**src/rtl/imem_loader.sv**
```systemverilog
// ---------------------------------------------------------------------------
// imem_loader
//
// Loads a program into a 64-word instruction store from a byte stream and
// serves the fetch stage's combinational read port. While a load is in
// progress the core is held and the read port returns a NOP.
//
// Bytes arrive over a valid/ready handshake and are packed little-endian:
// byte k of each word lands in bits [8k+7:8k].
//
// Ports:
//   clk          in   clock, rising edge
//   reset        in   asynchronous active-low reset
//   load_start   in   one-cycle load request, sampled only in IDLE
//   load_len     in   [6:0] words to load, clamped to DEPTH
//   in_valid     in   byte source has a byte
//   in_byte      in   [7:0] stream byte
//   in_ready     out  loader accepts a byte this cycle (LOAD only)
//   load_done    out  one-cycle pulse when a load completes
//   cpu_hold     out  core must stay held (LOAD and DONE)
//   address      in   [ADDR_W-1:0] fetch word address
//   instruction  out  [31:0] fetch read data
// ---------------------------------------------------------------------------
module imem_loader #(
  parameter int          DEPTH    = 64,
  parameter int          ADDR_W   = 6,
  parameter logic [31:0] NOP_INSN = 32'h00000013
) (
  input  logic              clk,
  input  logic              reset,
  input  logic              load_start,
  input  logic [6:0]        load_len,
  input  logic              in_valid,
  input  logic [7:0]        in_byte,
  output logic              in_ready,
  output logic              load_done,
  output logic              cpu_hold,
  input  logic [ADDR_W-1:0] address,
  output logic [31:0]       instruction
);

  // The word pointer is one bit wider than the address so that a full
  // 64-word load can reach its terminal count without wrapping.
  localparam int          PTR_W     = ADDR_W + 1;
  localparam logic [6:0]  DEPTH_LEN = 7'(DEPTH);

  typedef enum logic [1:0] {
    IDLE = 2'd0,
    LOAD = 2'd1,
    DONE = 2'd2
  } state_t;

  state_t           state_q;
  logic [PTR_W-1:0] wr_ptr_q;
  logic [PTR_W-1:0] wr_ptr_d;
  logic [1:0]       byte_cnt_q;
  logic [6:0]       len_q;
  logic [23:0]      hold_q;
  logic             in_ready_q;
  logic             load_done_q;
  logic             cpu_hold_q;
  logic             word_wr;

  logic [31:0] mem [DEPTH];

  // A word is committed on the edge that accepts its fourth byte; the
  // incoming byte goes straight into the top lane, so no extra cycle is
  // needed to assemble it.
  assign word_wr  = (state_q == LOAD) && in_valid && (byte_cnt_q == 2'd3);
  assign wr_ptr_d = wr_ptr_q + 1'b1;

  // Control FSM. Outputs are registered alongside the state so they are
  // glitch-free and always consistent with it.
  always_ff @(posedge clk or negedge reset) begin
    if (!reset) begin
      state_q     <= IDLE;
      wr_ptr_q    <= '0;
      byte_cnt_q  <= '0;
      len_q       <= '0;
      hold_q      <= '0;
      in_ready_q  <= 1'b0;
      load_done_q <= 1'b0;
      cpu_hold_q  <= 1'b0;
    end else begin
      case (state_q)
        IDLE: begin
          if (load_start) begin
            wr_ptr_q   <= '0;
            byte_cnt_q <= '0;
            cpu_hold_q <= 1'b1;
            if (load_len == 7'd0) begin
              // Empty load: report completion without touching memory.
              state_q     <= DONE;
              load_done_q <= 1'b1;
            end else begin
              state_q    <= LOAD;
              in_ready_q <= 1'b1;
              len_q      <= (load_len > DEPTH_LEN) ? DEPTH_LEN : load_len;
            end
          end
        end

        LOAD: begin
          if (in_valid) begin
            if (byte_cnt_q == 2'd3) begin
              wr_ptr_q   <= wr_ptr_d;
              byte_cnt_q <= '0;
              if (wr_ptr_d == len_q) begin
                state_q     <= DONE;
                in_ready_q  <= 1'b0;
                load_done_q <= 1'b1;
              end
            end else begin
              case (byte_cnt_q)
                2'd0:    hold_q[7:0]   <= in_byte;
                2'd1:    hold_q[15:8]  <= in_byte;
                default: hold_q[23:16] <= in_byte;
              endcase
              byte_cnt_q <= byte_cnt_q + 2'd1;
            end
          end
        end

        DONE: begin
          state_q     <= IDLE;
          wr_ptr_q    <= '0;
          byte_cnt_q  <= '0;
          load_done_q <= 1'b0;
          cpu_hold_q  <= 1'b0;
        end

        default: begin
          state_q     <= IDLE;
          in_ready_q  <= 1'b0;
          load_done_q <= 1'b0;
          cpu_hold_q  <= 1'b0;
        end
      endcase
    end
  end

  // Instruction storage. Deliberately not reset: a program loaded before a
  // reset must survive it.
  always_ff @(posedge clk) begin
    if (word_wr) begin
      mem[wr_ptr_q[ADDR_W-1:0]] <= {in_byte, hold_q};
    end
  end

  assign in_ready    = in_ready_q;
  assign load_done   = load_done_q;
  assign cpu_hold    = cpu_hold_q;
  assign instruction = cpu_hold_q ? NOP_INSN : mem[address];

endmodule

```
**config.mk**
```make
export PLATFORM = sky130hd
export DESIGN_NAME = imem_loader
export DESIGN_NICKNAME = d
export VERILOG_FILES = /design/src/rtl/imem_loader.sv
export SDC_FILE = /design/constraint.sdc
export NUM_CORES = 2
export LEC_CHECK = 0
export CAP_MARGIN = 20
export CORE_MARGIN = 5
export CORE_UTILIZATION = 30
export CTS_BUF_LIST = sky130_fd_sc_hd__clkbuf_4 sky130_fd_sc_hd__clkbuf_8 sky130_fd_sc_hd__clkbuf_16
export CTS_CLUSTER_DIAMETER = 50
export DETAILED_ROUTE_END_ITERATION = 12
export PLACE_DENSITY = 0.42
export SLEW_MARGIN = 10
export SYNTH_ARGS = -nofsm -noshare
export SYNTH_HDL_FRONTEND = slang
export SYNTH_SLANG_ARGS = --single-unit
```
**constraint.sdc**
```tcl
create_clock -name clk -period 3.72 [get_ports clk]
set_clock_uncertainty 0.2 [all_clocks]
set_input_delay 0.93 -clock clk [delete_from_list [all_inputs] [get_ports clk]]
set_output_delay 0.93 -clock clk [all_outputs]
set_load 0.01 [all_outputs]
```
* After elaboration in Yosys (flattened, before gate mapping)
Memory sizes are Yosys's and may differ from the RTL's.
Cells that the tools add are included.
** Word-level totals
- Bits in registers :: 45
- Bits in writable memories :: 2048
- Input bits :: 25
- Output and inout bits :: 35
- Memories :: 1
** Cells by class
- $add $sub $neg :: 2
- Order comparisons :: 1
- Eq/ne operators :: 11
- Muxes and demuxes :: 32
- Bitwise operators :: 5
- Reduce and logical (&&, ||, !) cells :: 17
** Memories
- mem :: words 64, bits a word 32, read ports 1, clocked after memory_dff 0, wr ports 1, RTL line 64 : logic [31:0] mem [DEPTH];
** Operators with widths (count)
- 32-bit 2-to-1 mux :: 1
- 7-bit 2-to-1 mux :: 4
- 7-bit one-hot mux with 3 select lines :: 1
- 4-bit AND reduction :: 5
- 2-bit 2-to-1 mux :: 8
- 1-bit 2-to-1 mux :: 13
- 2-bit != test, second input constant :: 4
- 7-bit by 1-bit adder with 7-bit output, second input constant :: 1
- 7-bit == test :: 1
- 7-bit greater-than comparator, second input constant :: 1
- 7-bit logical NOT :: 1
- 2-bit one-hot mux with 3 select lines :: 1
- 3-bit AND reduction :: 2
- 6-bit AND reduction :: 1
- 1-bit NOT :: 5
- 5-bit AND reduction :: 1
- 2-bit by 1-bit == test with 1-bit output, second input constant :: 2
- 2-bit == test, second input constant :: 2
- 2-bit logical NOT :: 2
- 2-bit by 1-bit != test with 1-bit output, second input constant :: 2
- 1-bit one-hot mux with 2 select lines :: 2
- 2-bit one-hot mux with 2 select lines :: 1
- 1-bit one-hot mux with 3 select lines :: 1
- 3-bit nonzero test :: 1
- 4 further kinds :: 5

* Logic depth before layout (Yosys ltp)
- Depth in word-level cells :: 6
- Mapped depth :: 10
- Depth with buffers taken out :: 6

* Worst setup path after synthesis
Ideal clock, no wire load.
- Kind :: input to output
- From :: in address[0]
- To :: out instruction[10]
- Arrival time :: 2.814 ns
- Required time :: 2.590 ns
- Slack :: -0.224 ns
- Cell stages on the path :: 7
- Cells stage by stage :: buf_4 buf_4 buf_2 mux4_2 mux4_2 a22oi_1 nand2_1
** On the way
- Cells in the longest elaborated chain, start to end :: 2
** RTL lines
- start: declaration :: RTL line 38 : input logic [ADDR_W-1:0] address,
- memory read 64 x 32 bit
- 32-bit 2-to-1 mux :: RTL line 153 : assign instruction = cpu_hold_q ? NOP_INSN : mem[address];
- end: declaration :: RTL line 39 : output logic [31:0] instruction
Every way passes these cells.

* Worst setup path in the final report
- From :: in address[0]
- To :: out instruction[0]
Same word-level chain as after synthesis.

==> impl_metrics.json <==
{
  "status": "finished with violations",
  "violations": "negative setup slack",
  "avgSynthCellArea_sq_um": 23.06,
  "synthTopCellsByCount": "edfxtp_1, mux4_2, nand2_1, nor2_1, buf_2",
  "grt_max_degree": 68,
  "nFillCells": 23940,
  "vias": 41500,
  "synthMuxAreaShare_pct": 17.24,
  "overflow": 0,
  "clk_latency_ns": 0.85,
  "nNetsFinal": 4388,
  "dieArea_sq_um": 278600,
  "critPathKind": "in2out",
  "power.share.sequential_pct": 48.0,
  "grt_first_pass_wirelength_um": 367300,
  "yosysUniqueCellTypes": 66,
  "period_share_pct": 119.3,
  "hp-class": "in2reg",
  "syn_nets": 3518,
  "slowest_stage": "mux4_2",
  "leakage_nw": 33.76,
  "p_int_mw": 47.86,
  "synthTopCellsByArea": "edfxtp_1, mux4_2, dfrtp_1",
  "multi_input_area_sq_um": 18240,
  "synth_seq_cells": 2093,
  "fin_area_sq_um": 104100,
  "p_clk_share_pct": 43.7,
  "worst_slack_ns": -0.7184,
  "cts_buffers": 291,
  "wl_per_cell_um": 33.14,
  "synthArstFlopShare_pct": 2.150,
  "ant_nets": 0,
  "maxCapViolCount": 0,
  "fp-row-count": 190,
  "synth-edff-count": 2048,
  "place_area_sq_um": 91220,
  "cpPeakStageDelay_ns": 0.60,
  "clkTransAtPathRegs_ns": 0.05,
  "slew_headroom_pct": 28.60,
  "worst_slew_pin_slew_ns": 1.071,
  "worstSetupStartpointType": "input port",
  "finalHoldViolCount": 0,
  "setup_viol": 32,
  "yosys.area_share.simple_pct": 1.748,
  "synth_top_family_by_area": "multiplexers",
  "drive_gt1_share_pct": 45.07,
  "worstHoldEndpoint": "mem[61][26]$_DFFE_PP_",
  "die_h_um": 527.8,
  "max_clock_freq_mhz": 225.3,
  "cts_buffer_depth": 4,
  "yosysTopAreaCellShare_pct": 76.45,
  "yosys_warnings": 0,
  "dp_slack_ns": -1.459,
  "cp_data_required_time_ns": 2.59,
  "synthFlopType": "edfxtp_1",
  "grt_use_total_pct": 19.05,
  "reg2reg_slack_ns": 0.84,
  "worstPathCellList": "buf_16, buf_12, buf_4, buf_8, buf_12, mux4_2, mux4_2, a22oi_2, nand3_4, buf_6",
  "wl_um": 269700,
  "rsz0062_at_grt": "yes",
  "synth_fa_ha_area_share_pct": 0.07777,
  "rr_endpoint": "mem[23][1]$_DFFE_PP_",
  "swShare_pct": 24.73,
  "die_w_um": 527.8,
  "core_area_sq_um": 267400,
  "syn_inst": 3488,
  "ys_seq_area_share_pct": 77.85,
  "hold_depth": 1,
  "drt_iter0_drc": 4060,
  "via_per_inst": 5.098,
  "synth.most_common_cell": "edfxtp_1",
  "drt_first_pass_iters": 7,
  "cts_tree": "yes",
  "r2r-start": "state_q[1]$_DFFE_PN0P_",
  "path_buf_inv": 6,
  "power.switching_mw": 15.73,
  "end_kind": "primary output",
  "initial_core_util_pct": 30.08,
  "place.gp.congestion": 0.7568,
  "drc": 0,
  "cts-root-buf": "clkbuf_16",
  "ir_worst_vdd_mv": 0.3699,
  "r2r.worst_path.cells": 7,
  "seq_area_sq_um": 62660,
  "slew_violations": 0,
  "path_delay_family": "multiplexers",
  "comb_power_share_pct": 8.4,
  "post_synth_xor_area_fraction_pct": 0.1042,
  "cts_num_sinks": 2093,
  "hpwl_um": 161700,
  "arrival_ns": 3.31,
  "syn2layout_area_growth_pct": 29.44,
  "antenna_found_initial": 12,
  "io_buffers": 59,
  "synth_area_sq_um": 80440,
  "io_pins": 60,
  "htree_levels": 5,
  "yosys.area.top_type": "edfxtp_1",
  "hold_start": "in_byte[2]",
  "power.density_nw_per_um2": 610.7,
  "synth-compound-area-share_pct": 1.632,
  "path_max_fanout": 8,
  "fin_crit_ns": 4.438,
  "first_global_vias": 42880
}
## kinds of logic (layout without fill, tap and decap cells)
family,Yosys count,count (layout)
buffers and inverters,195,1291
AOI/OAI and AO/OA,193,193
muxes,668,668
DFF,2093,2093
xor gates and xnor gates,8,8
other,0,4
and+or+nand+nor,326,326
adders and majority gates,5,5
## state kept, by name, indices dropped and copies added, names as in the netlist
| name | cells |
|---|---|
| byte_cnt_q | 2 |
| cpu_hold | 1 |
| hold_q | 24 |
| in_ready | 1 |
| len_q | 7 |
| load_done | 1 |
| mem | 2048 |
| state_q | 2 |
| wr_ptr_q | 7 |
## worst reg2reg max path, stage by stage (launching register included)
cell,delay (ns)
dfrtp_1,0.49
nor2b_1,0.29
nand3_1,0.21
nor2_1,0.29
nand3_1,0.20
buf_12,0.22
nor2_4,0.19
buf_12,0.34
## layout by cell type, fill, tap and decap left out, types with 28 or more instances in the layout
cell,count
mux2i_1,45
mux4_2,570
edfxtp_1,2048
nand2_1,102
mux2_2,34
nor2_4,67
inv_6,30
nor2_1,47
clkinvlp_4,28
buf_12,190
clkinv_2,35
buf_4,405
clkinv_1,39
buf_6,72
clkbuf_16,302
clkbuf_4,32
## final cells by class
cell class | count | share of cell area, %
clock inverters | 190 | 1.954
repair buffers | 753 | 8.640
flip-flops and latches | 2093 | 60.18
inverters | 19 | 0.07931
diodes | 4 | 0.009613
clock buffers | 329 | 7.358
well taps | 3552 | 4.268
multi-input cells | 1200 | 17.51
## what timing repair did
action,CTS,global route
pin swaps,69,62
setup endpoints to repair,32,32
gates cloned,9,6
setup buffers,119,32
hold buffers,1,0
endpoints found under the hold margin,21,0
gates resized for setup,416,88
## layer usage
| layer | global-route usage [%] | vias up | wire length [um] |
|---|---|---|---|
| li1 | - | 16740 | - |
| met1 | 26.74 | 23160 | 118600 |
| met4 | 3.974 | 4 | 5420 |
| met2 | 31.50 | 1246 | 131600 |
| met5 | 0 | - | 31 |
| met3 | 3.043 | 350 | 14080 |
## how the worst max path moves through the flow
stage	to	startpoint	depth (start not counted)
finish	instruction[0]	address[0]	10
global route	instruction[1]	address[0]	10
global placement	instruction[15]	address[0]	10
floorplan	instruction[10]	address[0]	8
detailed placement	instruction[15]	address[0]	10
CTS	instruction[11]	address[0]	9
## power by group through the flow
stage / clock, mW / combinational, mW / sequential [mW]
2_1_floorplan: 0 / 1.74 / 30.7
3_3_place_gp: 0 / 3.82 / 31.7
3_5_place_dp: 0 / 3.93 / 31.8
4_1_cts: 28.4 / 4.28 / 31.3
5_1_grt: 29.5 / 5.65 / 30.7
6_report: 27.8 / 5.31 / 30.5
## per-stage QoR
| step | hold slack, ns | cells | setup TNS, ns | utilization (%) | total power [mW] |
|---|---|---|---|---|---|
| finish | 0.2861 | 8140 | -20.12 | 38.93 | 63.58 |
| detailed placement | 0.3073 | 7479 | -38.61 | 34.11 | 35.75 |
| CTS | 0.3175 | 8105 | -22.12 | 38.66 | 63.95 |
| global placement | 0.3055 | 7476 | -41.24 | 34.09 | 35.57 |
| global route | 0.2511 | 8137 | -21.89 | 38.93 | 65.76 |
| floorplan | 0.2713 | 3488 | -0.8230 | - | 32.41 |
Power figures use the tool's default switching activity.
